--- config.mk ---
export PLATFORM = sky130hd
export DESIGN_NAME = serial_rca
export DESIGN_NICKNAME = d
export VERILOG_FILES = /design/src/rtl/serial_rca.sv
export SDC_FILE = /design/constraint.sdc
export NUM_CORES = 1
export LEC_CHECK = 0
export ABC_CLOCK_PERIOD_IN_PS = 3800
export BUFFER_PORTS_ARGS = -buffer_cell sky130_fd_sc_hd__clkbuf_2
export CORE_AREA = 3 3 82 115
export DETAILED_ROUTE_END_ITERATION = 12
export DIE_AREA = 0 0 85 118
export SETUP_SLACK_MARGIN = 0.15
export SYNTH_ARGS = -nofsm -noshare
export SYNTH_HDL_FRONTEND = slang
export SYNTH_SLANG_ARGS = --single-unit
--- constraint.sdc ---
create_clock -name clk -period 3.8 [get_ports clk]
set_input_delay 1.14 -clock clk [delete_from_list [all_inputs] [get_ports clk]]
set_output_delay 1.14 -clock clk [all_outputs]
set_load 0.03 [all_outputs]
--- src/rtl/serial_rca.sv ---
// Chunk-serial ripple-carry adder/subtractor: adds CHUNK bits per clock, LSB slice first,
// and publishes the full result, carry-out and overflow in a single one-cycle DONE state.
module serial_rca #(
  parameter int unsigned WIDTH = 16,
  parameter int unsigned CHUNK = 4
) (
  input  logic             clk,
  input  logic             rst_n,
  input  logic             start,
  input  logic [WIDTH-1:0] A,
  input  logic [WIDTH-1:0] B,
  input  logic             Cin,
  input  logic             sub,
  output logic             busy,
  output logic             done,
  output logic [WIDTH-1:0] S,
  output logic             Co,
  output logic             Ovf
);

  localparam int unsigned NCH  = WIDTH / CHUNK;
  localparam int unsigned CntW = (NCH > 1) ? $clog2(NCH) : 1;

  typedef enum logic [1:0] {StIdle, StBusy, StDone} state_e;

  state_e            state_q, state_d;
  logic [WIDTH-1:0]  a_q, a_d;
  logic [WIDTH-1:0]  b_q, b_d;
  logic [WIDTH-1:0]  acc_q, acc_d;
  logic [WIDTH-1:0]  s_q, s_d;
  logic              carry_q, carry_d;
  logic              co_q, co_d;
  logic              ovf_q, ovf_d;
  logic [CntW-1:0]   cnt_q, cnt_d;

  logic [CHUNK-1:0]  a_sl, b_sl, sum_sl;
  logic              c_out, c_msb, last;
  logic [WIDTH-1:0]  acc_next;

  // Operands shift right so the active slice is always the low CHUNK bits.
  assign a_sl = a_q[CHUNK-1:0];
  assign b_sl = b_q[CHUNK-1:0];
  assign {c_out, sum_sl} = {1'b0, a_sl} + {1'b0, b_sl} + (CHUNK+1)'(carry_q);
  // Carry into the slice MSB recovered from its sum bit; on the last slice this is bit WIDTH-1.
  assign c_msb    = sum_sl[CHUNK-1] ^ a_sl[CHUNK-1] ^ b_sl[CHUNK-1];
  assign last     = (cnt_q == CntW'(NCH - 1));
  assign acc_next = (acc_q >> CHUNK) | (WIDTH'(sum_sl) << (WIDTH - CHUNK));

  always_comb begin
    state_d = state_q;
    a_d     = a_q;
    b_d     = b_q;
    acc_d   = acc_q;
    s_d     = s_q;
    carry_d = carry_q;
    co_d    = co_q;
    ovf_d   = ovf_q;
    cnt_d   = cnt_q;
    unique case (state_q)
      StIdle, StDone: begin
        state_d = StIdle;
        if (start) begin
          state_d = StBusy;
          a_d     = A;
          b_d     = sub ? ~B : B;
          carry_d = sub ? 1'b1 : Cin;
          cnt_d   = '0;
        end
      end
      StBusy: begin
        a_d     = a_q >> CHUNK;
        b_d     = b_q >> CHUNK;
        carry_d = c_out;
        acc_d   = acc_next;
        cnt_d   = cnt_q + CntW'(1);
        if (last) begin
          state_d = StDone;
          s_d     = acc_next;
          co_d    = c_out;
          ovf_d   = c_msb ^ c_out;
        end
      end
      default: state_d = StIdle;
    endcase
  end

  always_ff @(posedge clk or negedge rst_n) begin
    if (!rst_n) begin
      state_q <= StIdle;
      a_q     <= '0;
      b_q     <= '0;
      acc_q   <= '0;
      s_q     <= '0;
      carry_q <= 1'b0;
      co_q    <= 1'b0;
      ovf_q   <= 1'b0;
      cnt_q   <= '0;
    end else begin
      state_q <= state_d;
      a_q     <= a_d;
      b_q     <= b_d;
      acc_q   <= acc_d;
      s_q     <= s_d;
      carry_q <= carry_d;
      co_q    <= co_d;
      ovf_q   <= ovf_d;
      cnt_q   <= cnt_d;
    end
  end

  assign busy = (state_q == StBusy);
  assign done = (state_q == StDone);
  assign S    = s_q;
  assign Co   = co_q;
  assign Ovf  = ovf_q;

endmodule

==> results.toml, run 1 <==
[synthesis]
synth_edf_count = 0
synth_cell_types = 29
synth_ff_type = "dfrtp_1"
yosysMostFrequentCell = "dfrtp_1"
synthCells = 261
synth_area_leaders = "dfrtp_1 (57%), nand2_1 (8.0%), xnor2_1 (5.6%)"
syn_nets = 304
yosys-top-cells-count = "dfrtp_1 (67), nand2_1 (63), xnor2_1 (19)"
synth_seq_cells = 67
ys_seq_area_share_pct = 56.78
synthArstFlopShare_pct = 100.0
yosys.area.top_type = "dfrtp_1"
post_synth.cell_area_avg_sq_um = 11.31
yosys_warnings = 0
synth_top_area_share_pct = 56.78
synth.cell_area_sq_um = 2953

[power_and_ir_drop]
p_comb_share_pct = 38.1
pwr-share-clk_pct = 26.2
power.density_nw_per_um2 = 959.5
p_switching_mw = 1.284
switching_share_pct = 37.16
seq_power_share_pct = 35.7
vdd_drop_max_mv = 0.5143
p_int_mw = 2.172
p_leak_nw = 1.770

[sta]
tns_ps = 0
final-hold-violation-count = 0
drv_slew = 0
period_needed_ps = 2653
worst_pin_slew_ps = 594.4
setup_viol = 0
fin_crit_sh_pct = 69.82
fmax_ghz = 0.3769
rsz0062_at_grt = "false"
maxSlewHeadroom_pct = 60.37
finClkSkew_ps = 4.814

[drt]
vias_per_cell = 4.736
drc = 0
drtIter0Drc = 66
drt-wirelength-per-cell_um = 13.88
wirelength_um = 5886
drtPass1Iterations = 4
num_vias = 2008
antenna_left = 0

[global_routing]
grt_start_max_net_pins = 65
grt_util_all_layers_pct = 12.39
grt_pass1_wl_um = 9873
antenna_found_initial = 0
overflow = 0
first_global_vias = 2012

[setup_path]
cp.arrival_ps = 1510
cp.buffers_inverters = 2
worstSetupPathType = "reg -> out"
crit_family = "buffers and inverters"
cp_slowest_cell = "dfrtp_1"
worst_ep_required_time_ps = 2660
cp-start-kind = "flop"
crit_path_max_fanout = 38
worstSetupEndpointType = "primary output"
path_cells = "nand2b_1 -> inv_4 -> clkbuf_2"
cp_slowest_stage_delay_ps = 370

[cells_and_area]
nNetsFinal = 357
nFillCells = 842
drive_gt1_share_pct = 28.21
syn_to_final_growth_pct = 21.99
stdcell_count = 424
multi_input_area_sq_um = 1129
diodes = 0
finalInstanceArea_sq_um = 3602
ff_latch_area_sq_um = 1677

[placed_design]
portBuffers = 56
dp.cells = 408
place_congestion = 0.7473
hpwl_um = 3938
dpl-instance-area_sq_um = 3273

[outcome]
outcome = "finished clean"

[clock_tree]
cts_buffers = 9
cts_tree = "done"
clk_latency_ps = 320
cts_resized = 0
post_cts_buffers = 0
path_clk_slew_ps = 60
clk_path_buf_depth = 2
holdBufCountCts = 0
htreeDepth = 3
clkSinkCount = 67
cts-root-buf = "clkbuf_16"

[floorplan]
die_y_um = 118
die_x_um = 85
design.portCount = 57
num_rows = 40
core_area_sq_um = 8558
start_util_pct = 34.50
die_area_sq_um = 10030

[job]
drv_cap = 0

[worst_hold_path]
hold_class = "reg -> reg"
-- per-stage QoR --
step	total power [mW]	util [%]	worst slack, ps	hold slack, ps
after floorplan	2.324	-	1609	441.8
after global placement	2.546	38.25	1481	457.8
after detailed placement	2.590	38.25	1473	463.2
after CTS	3.506	42.09	1121	477.2
after global routing	3.710	42.09	1044	493.8
final	3.456	42.09	1147	473.3
-- power groups by stage --
stage                     combinational, mW  sequential, mW  clock (mW)
final                                  1.32            1.23       0.906
after global routing                   1.48            1.28       0.949
after CTS                              1.35            1.24       0.919
after detailed placement               1.34            1.25           0
after global placement                 1.31            1.24           0
after floorplan                       0.949            1.37           0
-- layer usage --
metal / part of all wire [%] / wire length [um] / track usage [%]
met5: 0 / 0 / 0
met2: 47 / 2784 / 18.48
met4: 2.6 / 153 / 6.733
met1: 45 / 2643 / 16.32
met3: 5.2 / 305 / 3.081
-- cell families (layout without fill, tap and decap cells) --
group                      count (synthesis)  after routing  share of synthesized area [%]
muxes                                     13             13                          4.958
DFF                                       67             67                          56.78
buffers and inverters                     22             80                          5.000
and+or+nand+nor                           84             84                          11.78
xor gates and xnor gates                  21             21                          6.229
adders and majority gates                  6              6                          3.051
AOI/OAI and AO/OA                         48             48                          12.20
-- worst reg2reg max path, delay by kind of cell (launching register included) --
family	cells	cell delay, ps
flops	1	410
xor+xnor	2	310
simple gates	1	120
buf+inv	1	80
fa+ha+maj	2	630
compound gates	2	260
-- registers in the layout, indices dropped and copies added (netlist names) --
signal,cells
a_q,16
carry_q,1
acc_q,12
S,16
Ovf,1
Co,1
state_q,2
b_q,16
cnt_q,2
-- final cells by class --
class                           instances  area share, %
Inverter                                5         0.5905
Tap cell                              105          3.647
Timing Repair Buffer                   59          8.753
Clock buffer                           12          7.121
Clock inverter                          4          2.015
Multi-Input combinational cell        172          31.33
Sequential cell                        67          46.54
-- placed cells by master, fill, tap and decap left out, drive strengths merged, types with 2 or more instances in the layout --
cell type  netlist  layout
buf             14       4
xor2             2       2
o21ai           15      15
a22o             5       5
fa               2       2
mux2            13      13
bufinv           0       2
inv              5       5
nand2           64      64
nor2b            2       2
xnor2           19      19
nand2b           3       3
nor2            14      14
ha               4       4
dfrtp           67      67
clkbuf           3      67
a221o           13      13
a22oi           11      11
-- worst paths after layout --
check	startpoint	endpoint	slack [ps]	cells past startpoint
min	a_q[5]$_DFFE_PN0P_	a_q[5]$_DFFE_PN0P_	470	2
max reg2reg	a_q[0]$_DFFE_PN0P_	Ovf$_DFFE_PN0P_	1860	8
max	state_q[1]$_DFFE_PN0P_	busy	1150	3
min reg2reg	a_q[5]$_DFFE_PN0P_	a_q[5]$_DFFE_PN0P_	470	2
min in group asynchronous	rst_n	S[1]$_DFFE_PN0P_	620	1
max in group asynchronous	rst_n	acc_q[15]$_DFFE_PN0P_	2640	2
Note: power is estimated with default switching activity, not from simulation.
==> run 2, diff against run 1 <==
--- a/config.mk
+++ b/config.mk
@@ -5,7 +5,7 @@
 export SDC_FILE = /design/constraint.sdc
 export NUM_CORES = 1
 export LEC_CHECK = 0
-export ABC_CLOCK_PERIOD_IN_PS = 3800
+export ABC_CLOCK_PERIOD_IN_PS = 2380
 export BUFFER_PORTS_ARGS = -buffer_cell sky130_fd_sc_hd__clkbuf_2
 export CORE_AREA = 3 3 82 115
 export DETAILED_ROUTE_END_ITERATION = 12
==> constraint.sdc (replaced) <==
create_clock -name clk -period 2.38 [get_ports clk]
set_input_delay 0.714 -clock clk [delete_from_list [all_inputs] [get_ports clk]]
set_output_delay 0.714 -clock clk [all_outputs]
set_load 0.03 [all_outputs]
==> results.toml, run 2 (same netlist as run 1, synthesis figures left out) <==
[outcome]
outcome = "finished clean"

[sta]
worst_pin_slew_ps = 573.2
drv_slew = 0
setup_viol = 0
finClkSkew_ps = 6.630
period_needed_ps = 2099
whs_ps = 365.4
maxSlewHeadroom_pct = 61.79
tns_ps = 0
final-hold-violation-count = 0
fmax_ghz = 0.4764
fin_crit_sh_pct = 88.19
rsz0062_at_grt = "false"

[floorplan]
die_area_sq_um = 10030
start_util_pct = 34.50
design.portCount = 57
die_y_um = 118
core_area_sq_um = 8558
num_rows = 40
die_x_um = 85

[job]
drv_cap = 0

[setup_path]
worst_ep_required_time_ps = 1670
cp-start-kind = "flop"
crit_path_max_fanout = 20
cp.arrival_ps = 1390
reg2reg_to = "Ovf$_DFFE_PN0P_"
r2r_cells = 8
worstSetupEndpointType = "primary output"
worstSetupPathType = "reg -> out"
rrSetupSlack_ps = 440
rr_startpoint = "b_q[0]$_DFFE_PN0P_"

[power_and_ir_drop]
power.density_nw_per_um2 = 1503
p_leak_nw = 1.767
pwr-share-clk_pct = 24.0
p_comb_share_pct = 39.4
switching_share_pct = 37.97
p_switching_mw = 2.048
p_int_mw = 3.346
seq_power_share_pct = 36.6
vdd_drop_max_mv = 0.6575

[drt]
antenna_left = 0
drtIter0Drc = 106
wirelength_um = 5923
num_vias = 2020
drc = 0
drtPass1Iterations = 4
vias_per_cell = 4.742
drt-wirelength-per-cell_um = 13.90

[clock_tree]
clk_path_buf_depth = 2
cts_resized = 0
htreeDepth = 3
cts_tree = "done"
cts-root-buf = "clkbuf_16"
path_clk_slew_ps = 50
holdBufCountCts = 0
cts_buffers = 9
post_cts_buffers = 0
clk_latency_ps = 330
clkSinkCount = 67

[cells_and_area]
nNetsFinal = 360
stdcell_count = 426
diodes = 0
syn_to_final_growth_pct = 21.57
final_cell_mix = "dfrtp_1 (67), nand2_1 (63), clkbuf_2 (55)"
layout_commonest_cell = "dfrtp_1"
fin_util_pct = 41.94
drive_gt1_share_pct = 28.66

[global_routing]
grt_start_max_net_pins = 35
overflow = 0
grt_util_all_layers_pct = 12.91
grt_pass1_wl_um = 10070
first_global_vias = 2037
antenna_found_initial = 0

[placed_design]
dp.cells = 411
portBuffers = 56
place_congestion = 0.7183
hpwl_um = 4176

[worst_hold_path]
hold_class = "in -> async"
[run 2: worst max-delay path: stages (launching register included)]
cell	delay, ps
dfrtp_1	370
nand2b_1	190
inv_4	240
clkbuf_2	260
[run 2: worst max path at each step]
stage,to,cells past startpoint,from
after floorplan,Ovf$_DFFE_PN0P_,8,a_q[0]$_DFFE_PN0P_
after global placement,Ovf$_DFFE_PN0P_,8,b_q[0]$_DFFE_PN0P_
after detailed placement,Ovf$_DFFE_PN0P_,8,b_q[0]$_DFFE_PN0P_
after CTS,busy,3,state_q[1]$_DFFE_PN0P_
after global routing,busy,3,state_q[1]$_DFFE_PN0P_
final,busy,3,state_q[1]$_DFFE_PN0P_
[run 2: area by class of cell]
type / instances / area [sq um]
clock buffers: 11 / 242.7
clock inverters: 4 / 51.30
fillers: 855 / 4969
inverters: 5 / 21.27
multi-input cells: 172 / 1129
flip-flops and latches: 67 / 1677
well taps: 105 / 131.4
repair buffers: 62 / 337.8
[run 2: stage by stage]
stage | worst slack, ps | cell area (sq um) | power (mW)
after floorplan | 602.9 | 2953 | 3.710
after detailed placement | 423.9 | 3296 | 4.160
after global placement | 465.4 | 3296 | 4.096
after CTS | 264.3 | 3590 | 5.484
after global routing | 194.4 | 3590 | 5.835
final | 281.0 | 3590 | 5.394
[run 2: per-layer routing]
metal / vias to the layer above / GRT usage (%) / share of wire (%)
met5: - / 0 / 0
met4: 0 / 6.535 / 1.6
met3: 7 / 3.151 / 5.6
met2: 56 / 19.26 / 48
met1: 957 / 17.28 / 44
li1: 1000 / - / -
[run 2: power by group through the flow]
stage	registers, mW	clock network, mW	logic (mW)
2_1_floorplan	2.19	0	1.52
3_3_place_gp	1.99	0	2.11
3_5_place_dp	2.00	0	2.16
4_1_cts	1.99	1.33	2.17
5_1_grt	2.04	1.39	2.41
6_report	1.98	1.29	2.12
